===== config.mk =====
export PLATFORM = sky130hd
export DESIGN_NAME = pipe_skid_reg
export DESIGN_NICKNAME = d
export VERILOG_FILES = /design/src/rtl/pipe_skid_reg.sv
export SDC_FILE = /design/constraint.sdc
export NUM_CORES = 1
export LEC_CHECK = 0
export ABC_AREA = 1
export BUFFER_PORTS_ARGS = -buffer_cell sky130_fd_sc_hd__buf_4
export CORE_MARGIN = 1
export CORE_UTILIZATION = 54
export DETAILED_ROUTE_END_ITERATION = 8
export PLACE_DENSITY = 0.81
export SETUP_SLACK_MARGIN = 0.2
export SLEW_MARGIN = 20
export SYNTH_ARGS = -nofsm -noshare
export SYNTH_HDL_FRONTEND = slang
export SYNTH_SLANG_ARGS = --single-unit

===== constraint.sdc =====
create_clock -name clk -period 5.12 [get_ports clk]
set_clock_uncertainty 0.05 [all_clocks]
set_input_delay 0.256 -clock clk [delete_from_list [all_inputs] [get_ports clk]]
set_output_delay 0.256 -clock clk [all_outputs]
set_load 0.05 [all_outputs]

===== src/rtl/pipe_skid_reg.sv =====
// Two-entry pipeline register with a skid buffer. in_ready comes straight from a flop,
// and out_ctrl is zeroed in its register whenever the output holds a bubble.
module pipe_skid_reg #(
    parameter int CTRL_W = 8,
    parameter int DATA_W = 69
) (
    input  logic              clk,
    input  logic              reset,
    input  logic              flush,
    input  logic              in_valid,
    output logic              in_ready,
    input  logic [CTRL_W-1:0] in_ctrl,
    input  logic [DATA_W-1:0] in_data,
    output logic              out_valid,
    input  logic              out_ready,
    output logic [CTRL_W-1:0] out_ctrl,
    output logic [DATA_W-1:0] out_data,
    output logic [1:0]        occupancy
);

    typedef enum logic [1:0] {
        EMPTY = 2'd0,
        ONE   = 2'd1,
        FULL  = 2'd2
    } state_t;

    state_t            state, next_state;
    logic              skid_valid;
    logic [CTRL_W-1:0] skid_ctrl, next_skid_ctrl, next_out_ctrl;
    logic [DATA_W-1:0] skid_data, next_skid_data, next_out_data;
    logic              in_xfer, out_xfer;

    assign in_xfer   = in_valid && in_ready;
    assign out_xfer  = out_valid && out_ready;
    assign in_ready  = ~skid_valid;
    assign occupancy = state;

    always_comb begin
        // NOTE: every signal gets a default before the case so no path leaves it unassigned (no latch).
        next_state     = state;
        next_out_ctrl  = out_ctrl;
        next_out_data  = out_data;
        next_skid_ctrl = skid_ctrl;
        next_skid_data = skid_data;
        if (flush) begin
            // Squash wins over everything; a same-cycle input is dropped.
            next_state    = EMPTY;
            next_out_ctrl = '0;
        end else begin
            case (state)
                EMPTY: begin
                    if (in_xfer) begin
                        next_out_ctrl = in_ctrl;
                        next_out_data = in_data;
                        next_state    = ONE;
                    end
                end
                ONE: begin
                    if (in_xfer && out_xfer) begin
                        next_out_ctrl = in_ctrl;
                        next_out_data = in_data;
                    end else if (in_xfer) begin
                        next_skid_ctrl = in_ctrl;
                        next_skid_data = in_data;
                        next_state     = FULL;
                    end else if (out_xfer) begin
                        next_out_ctrl = '0;
                        next_state    = EMPTY;
                    end
                end
                FULL: begin
                    if (out_xfer) begin
                        next_out_ctrl = skid_ctrl;
                        next_out_data = skid_data;
                        next_state    = ONE;
                    end
                end
                default: begin
                    next_out_ctrl = '0;
                    next_state    = EMPTY;
                end
            endcase
        end
    end

    // NOTE: the skid payload is reset too, so no stale value is ever visible after reset.
    always_ff @(posedge clk or posedge reset) begin
        if (reset) begin
            state      <= EMPTY;
            out_valid  <= 1'b0;
            skid_valid <= 1'b0;
            out_ctrl   <= '0;
            out_data   <= '0;
            skid_ctrl  <= '0;
            skid_data  <= '0;
        end else begin
            // NOTE: non-blocking assignments so every flop samples pre-edge values.
            state      <= next_state;
            out_valid  <= (next_state != EMPTY);
            skid_valid <= (next_state == FULL);
            out_ctrl   <= next_out_ctrl;
            out_data   <= next_out_data;
            skid_ctrl  <= next_skid_ctrl;
            skid_data  <= next_skid_data;
        end
    end

endmodule


==> metrics.md, run 1 <==
| Metric | Value |
|---|---|
| Number of global-route vias before repair | 6,252 |
| Skew-Pair Late Insertion Delay | 420 ps |
| Final nets | 1,160 |
| Crit share post-route | 54.9% |
| Core area | 12,800 um^2 |
| Maximum vdd drop | 0.379 mV |
| Met2 WL | roughly 9 mm |
| Leading area contributor after synthesis | dfrtp_1 |
| Largest net degree at the start of global routing | between 100 and 150 |
| Setup Buffers After CTS | 0 |
| Antenna viol nets, final | 0 |
| Port Buffers | 162 |
| Clock-pin slew on the worst setup and hold paths | roughly 60 ps |
| Number of synthesized register bits | approximately 160 |
| Grt ovf | 0 |
| Mapped Cells | 952 |
| Share of post-route cells with drive strength above 1 | between 10% and 20% |
| Sum Neg Setup Slack | 0 ps |
| Worst slew margin | 35.4% |
| RSZ-0062 raised after global routing | false |
| HP Class | input pin to asynchronous set/reset pin |
| Actual slew at the worst max-slew pin | just under 1000 ps |
| Die W | around 120 um |
| Post-Layout Cell Count | 1,263 |
| Setup violators final | 0 |
| Ant diodes | 0 |
| Crit. End Element | flip-flop |
| Failing checks | negative hold slack |
| Power density over the cells | approximately 560 nW/um^2 |
| Synthesized cell area | slightly above 7000 um^2 |
| Initial antenna violation count | 0 |
| Most common cell in the netlist | nand2_1 |
| Final estimated routing congestion in global placement | 0.787 |
| Syn avg cell area | 7.61 um^2 |
| Yosys cell types | 20 |
| Count of standard-cell rows | between 40 and 50 |
| Dpl cells | 1,231 |
| CP max FO | 58 |
| Post-route cell area | 9070 um^2 |
| CTS resizes | 0 |
| CTS tree | done |
| Initial DRC Count | ~640 |
| Htree depth | 4 |
| CTS Sinks | 158 |
| DR top layer | met4 |
| EDFF count, synth | 0 |
| Wl on met1 | roughly 7.6 mm |
| Die area | approximately 14,000 um^2 |
| Vias post-DR | roughly 6,700 |
| Routed wire per std cell | approximately 14 um |
| Clock tree buffer depth | 2 |
| DRT Pass-1 Iters | 5 |
| CP required | 5430 ps |
| Max frequency | 0.356 GHz |
| Crit path DAT | 3120 ps |
| Max-slew violations | 0 |
| YS warnings | 0 |
| First-pass GRT wire length | 30.3 mm |
| Min Hold Slack | -83.0 ps |
| Met3 WL | 1.41 mm |
| MaxCap Viol Count | 0 |
| Starting Density | between 50 and 60% |
| CTS root buf | clkbuf_16 |
| Residual DRC | 0 |
| Crit start category | flip-flop |
| Share of flip-flops with an asynchronous set or reset | 100% |
| Main flop type after synthesis | dfrtp_1 |
| Ports | 163 |
| CTS Hold Bufs | 0 |
| Share of the synthesized area in the top cell type | between 50% and 60% |
| Sequential fraction of the synthesis area | 54.6% |
| Global Route Usage Sum | between 20% and 30% |
| Final WL | 18.3 mm |
| Drt via density | 5.29 |
| Period minus WS final | 2810 ps |
| Post-Syn Nets | around 1,000 |
| Num CTS Buffers | 17 |
| Status | finished, violations left |
| Synth cell count leaders | nand2_1 (543), dfrtp_1 (158), nand3_1 (157), clkbuf_1 (32), buf_2 (22) |
| Hpwl dp | 10.8 mm |
| Area added between synthesis and finish | 25.2% |
| Crit path kind | flip-flop to flip-flop |
| Die Span Y | 118 um |
| LEAKAGE | 0.00518 uW |
| Placed cell areas | 8480 um^2 |
| Synth area leaders | dfrtp_1 (55%), nand2_1 (28%), nand3_1 (11%) |
| Final Hold Viols | 74 |
per-layer routing:
metal	track usage, %	up-vias
met5	0	-
met4	11.4	0
met3	7.75	27
met2	42.6	254
met1	36.0	3159
li1	-	3242
worst max-delay path, stage by stage (launching register included):
cell     delay (ps)
dfrtp_1         480
inv_2           170
nor2_4          730
nand2_1         230
nand3_2         270
buf_4           590
nand2_1         130
nand2_1          90
layout by cell type, fill, tap and decap left out, drive strengths merged:
cell type and count:
nand4 9, nor3 1, clkbuf 26, o21ai 2, clkinv 4, buf 170, inv 10, nor2 5
nand3 158, bufinv 2, a21oi 1, dfrtp 158, nand2 545
report_power, final:
part           total (uW)  switching (uW)  internal [uW]
registers            1990             269           1720
logic                1850            1310            539
clock network        1250             471            780
total                5090            2050           3040
path summary, 6_finish.rpt:
path,from,to,slack (ps),cells past startpoint
worst max-delay path,occupancy[1]$_DFF_PP0_,out_data[22]$_DFFE_PP0P_,2310,7
worst min-delay path,reset,out_data[49]$_DFFE_PP0P_,-80,2
worst max register to register,occupancy[1]$_DFF_PP0_,out_data[22]$_DFFE_PP0P_,2310,7
worst min register to register,skid_data[44]$_DFFE_PP0P_,skid_data[44]$_DFFE_PP0P_,420,2
max in group asynchronous,reset,skid_data[5]$_DFFE_PP0P_,3970,3
min in group clk,in_ctrl[5],skid_ctrl[5]$_DFFE_PP0P_,30,3
sequential cells by signal, indices dropped and copies added (netlist names):
register    count
out_data       69
skid_data      69
out_ctrl        8
skid_ctrl       8
occupancy       2
out_valid       1
skid_valid      1
area by class of cell:
type,instances,area (um^2)
clock buffer,26,509
sequential,158,3950
tap,172,215
multi-input combinational,721,2990
fill,1066,3760
inverter,10,47.5
clock inverter,6,80.1
timing repair buffer,170,1280
per-stage QoR:
stage	total power (uW)	setup slack, ps	util [%]	hold slack, ps
global placement	3810	2360	66.1	403
CTS	5110	2290	70.7	9.01
floorplan	3270	551	-	351
detailed placement	3850	2310	66.1	408
global route	5370	2040	70.7	6.36
finish	5090	2310	70.7	-83.0
cell families (layout without fill, tap and decap cells):
kind of cell    after synthesis  after routing  synth area share [%]
buf+inv                      73            212                  4.37
compound gates                3              3                 0.259
simple gates                718            718                  40.8
flops                       158            158                  54.6
Power figures use the tool's default switching activity.
==> run 2, diff against run 1 <==
- ABC_AREA: 1 -> 0
- clock period: 5.12 -> 2.6 ns (I/O delays scaled with it)
==> run 2 against run 1 <==
  * The flow now finishes without violations
  * Combinational power rose by 90%
  * Clock power rose by 150%
  * Worst hold slack improved by 180 ps
  * Clock-buffer cell count fell by 9
  * Area after synthesis fell by 2.2%
  * Sequential power rose by 92%
  * Setup slack got worse by 1900 ps
  * Critical path depth fell by 2
  * Synthesized cell count fell by 34%
==> metrics.md, run 2 <==
| Metric | Value |
|---|---|
| Fill cells | 768 (-28%) |
| Synth Area in Compound Gates | 3.15% (+2.9 points) |
| HP Class | input pin to flip-flop |
| CTS resizes | 0 (unchanged) |
| Clock-pin slew on the worst setup and hold paths | 60 ps (about the same) |
| Die area | 13,600 um^2 (-2.2%) |
| Htree depth | 4 (unchanged) |
| Setup Buffers After CTS | 0 (unchanged) |
| Die W | 117 um (-1.1%) |
| YS warnings | 0 (unchanged) |
| Initial DRC Count | 334 (-48%) |
| Critical path buffer and inverter count | 1 (-1) |
| Global Route Usage Sum | 27.7% (+0.31 points) |
| MaxCap Viol Count | 0 (unchanged) |
| Num CTS Buffers | 17 (unchanged) |
| Port Buffers | 162 (unchanged) |
| First-pass GRT wire length | 28.2 mm (-6.8%) |
| Grt ovf | 0 (unchanged) |
| Vias post-DR | 5,505 (-18%) |
| Hpwl dp | 10.0 mm (-6.6%) |
| Initial antenna violation count | 0 (unchanged) |
| DRT Pass-1 Iters | 4 (-1) |
| Sw Share | 34.5% (-5.7 points) |
| Clock tree buffer depth | 2 (unchanged) |
| Synth cell count leaders | nand2_1 (216), dfrtp_1 (158), mux2_2 (136), clkbuf_1 (19), a21oi_1 (11) |
| CTS tree | done |
| Final WL | 17.9 mm (-2.3%) |
| Syn avg cell area | 11.3 um^2 (+48%) |
| Crit path kind | flip-flop to flip-flop |
| Synth area leaders | dfrtp_1 (56%), mux2_2 (22%), nand2_1 (11%) |
| LEAKAGE | 0.00488 uW (-5.7%) |
| RSZ-0062 raised after global routing | false |
| Share of post-route cells with drive strength above 1 | 40.9% (+22 points) |
| Crit start category | flip-flop |
| Int Pwr | 6840 uW (+130%) |
| Slowest-stage cell, CP | dfrtp_1 |
| Max-slew violations | 0 (unchanged) |
| Commonest non-fill, non-tap cell in the layout | nand2_1 |
| Final Hold Viols | 0 (-100%) |
| Routed wire per std cell | 17.1 um (+18%) |
| Area added between synthesis and finish | 41.8% |
| Sum Neg Setup Slack | 0 ps (unchanged) |
| Max frequency | 0.456 GHz (+28%) |
| Main flop type after synthesis | dfrtp_1 |
| Flop pwr share | 36.7% (-2.4 points) |
| Share of the synthesized area in the top cell type | 55.9% (+1.3 points) |
| FF/Latch Area | 3950 um^2 (unchanged) |
| Slowest stage delay, CP | 540 ps (-190 ps) |
| Mapped Cells | 629 (-34%) |
| Ant diodes | 0 (unchanged) |
| Leading area contributor after synthesis | dfrtp_1 |
| Clock Power Share | 29.7% (+5.1 points) |
| Number of synthesized register bits | 158 (unchanged) |
| CTS Hold Bufs | 79 (+79) |
| Count of standard-cell rows | 41 (unchanged) |
| Hold path startpoint | in_valid |
| EDFF count, synth | 0 (unchanged) |
| Starting Density | 55.6% (-0.82 points) |
| Multi-input logic area | 2950 um^2 (-1.4%) |
| Crit. End Element | flip-flop |
| Critical-path cell list | or4b_4, o21ai_2, o21bai_4, buf_12, mux2_2 |
| Main combinational cell family by area after synthesis | multiplexers |
| Crit share post-route | 84.3% (+29 points) |
| Gate power share | 33.6% (-2.7 points) |
| Post-Synth Adder-Cell Area | 0% (unchanged) |
| Power density over the cells | 1040 nW/um^2 (+86%) |
| Simple-gate share of the synthesized area | 13.1% (-28 points) |
| Residual DRC | 0 (unchanged) |
| Actual slew at the worst max-slew pin | 824 ps (-145 ps) |
| Post-Syn Nets | 711 (-31%) |
| CP Launch Point | occupancy[1]$_DFF_PP0_ |
| Top delay family on crit path | compound AO/OA/AOI/OAI gates |
| Mux cell area share after synthesis | 24.9% (+25 points) |
| Final nets | 944 (-19%) |
| XOR/XNOR Fraction of Synth Area | 0% (unchanged) |
| Antenna viol nets, final | 0 (unchanged) |
| CP required | 2850 ps (-2580 ps) |
| Place WS | 433 ps (-1870 ps) |
| Die Span Y | 117 um (-1.1%) |
| Share of flip-flops with an asynchronous set or reset | 100% (unchanged) |
| Period minus WS final | 2190 ps (-618 ps) |
| Net load switching power | 3610 uW (+76%) |
| Worst slew margin | 45.1% (+9.7 points) |
| Skew-Pair Late Insertion Delay | 420 ps (about the same) |
| Pwr Total | 10,500 uW (+110%) |
| Most frequent cells in the layout | nand2_1 (216), buf_4 (167), dfrtp_1 (158), mux2_2 (136), dlygate4sd3_1 (79) |
| Setup violators final | 0 (unchanged) |
| CTS root buf | clkbuf_16 |
| CP max FO | 30 (-48%) |
| Status | finished, final reports clean |
| Crit path DAT | 2440 ps (-680 ps) |
| Largest net degree at the start of global routing | 159 (+36%) |
| Drt via density | 5.26 (-0.62%) |
| Ports | 163 (unchanged) |
| Final setup margin | 407 ps (-1900 ps) |
| CTS Sinks | 158 (unchanged) |
| Worst R2R Start | occupancy[1]$_DFF_PP0_ |
| Most common cell in the netlist | nand2_1 |
| Final estimated routing congestion in global placement | 0.770 (-2.1%) |
| Yosys cell types | 29 (+45%) |
| Number of global-route vias before repair | 5,844 (-6.5%) |
| Maximum vdd drop | 0.898 mV (+140%) |
| Synthesized cell area | 7080 um^2 (-2.2%) |
| Core area | 12,700 um^2 (-0.80%) |
| Sequential fraction of the synthesis area | 55.9% (+1.3 points) |
| Top flop regs | out_data x69, skid_data x69 |
## run 2: cell type report
| class | instances | area share, % |
|---|---|---|
| flip-flops and latches | 158 | 39.4 |
| clock buffers | 17 | 4.24 |
| repair buffers | 251 | 21.4 |
| clock inverters | 15 | 3.14 |
| well taps | 172 | 2.14 |
| inverters | 10 | 0.411 |
| multi-input cells | 424 | 29.3 |
## run 2: worst min-delay path, cell delays in order
cell,delay (ps)
buf_4,130
nand2b_1,90
a21oi_1,70
nor2_1,80
nor2_1,40
## run 2: cells by family (layout without fill, tap and decap cells)
group                  count (synthesis)  in the layout
AND/OR/NAND/NOR                      236            236
flip-flops                           158            158
AO/OA/AOI/OAI                         34             34
buffers and inverters                 47            293
multiplexers                         154            154
## run 2: power by group through the flow
| stage | combinational, uW | sequential, uW | clock (uW) |
|---|---|---|---|
| after floorplan | 1130 | 5000 | 0 |
| after global placement | 3300 | 3760 | 0 |
| after detailed placement | 3390 | 3830 | 0 |
| after CTS | 3510 | 3800 | 3140 |
| after global routing | 3690 | 3910 | 3250 |
| final | 3520 | 3830 | 3110 |
## run 2: final timing paths
check | slack (ps) | endpoint | cells past startpoint
worst max-delay path | 410 | out_data[24]$_DFFE_PP0P_ | 5
max in group asynchronous | 1430 | skid_data[63]$_DFFE_PP0P_ | 4
worst max register to register | 410 | out_data[24]$_DFFE_PP0P_ | 5
min in group asynchronous | 480 | out_data[30]$_DFFE_PP0P_ | 4
worst min register to register | 460 | out_data[21]$_DFFE_PP0P_ | 1
worst min-delay path | 100 | out_valid$_DFF_PP0_ | 5
## run 2: through the flow
step	std cells	util [%]	hold WS (ps)	instance area [um^2]
6_report	1047	78.9	101	10000
5_1_grt	1047	78.9	91.3	10000
4_1_cts	1047	78.9	77.3	10000
3_5_place_dp	936	66.9	326	8510
3_3_place_gp	936	66.9	322	8510
2_1_floorplan	629	-	153	7080
## run 2: layer usage
layer | wire [um] | track usage, % | vias to the layer above | share of wire, %
met1 | 7130 | 31.0 | 2730 | 40
met2 | 9510 | 49.4 | 169 | 53
met3 | 752 | 6.64 | 42 | 4.2
met4 | 491 | 13.5 | 0 | 2.7
met5 | 0 | 0 | - | 0
li1 | - | - | 2564 | -
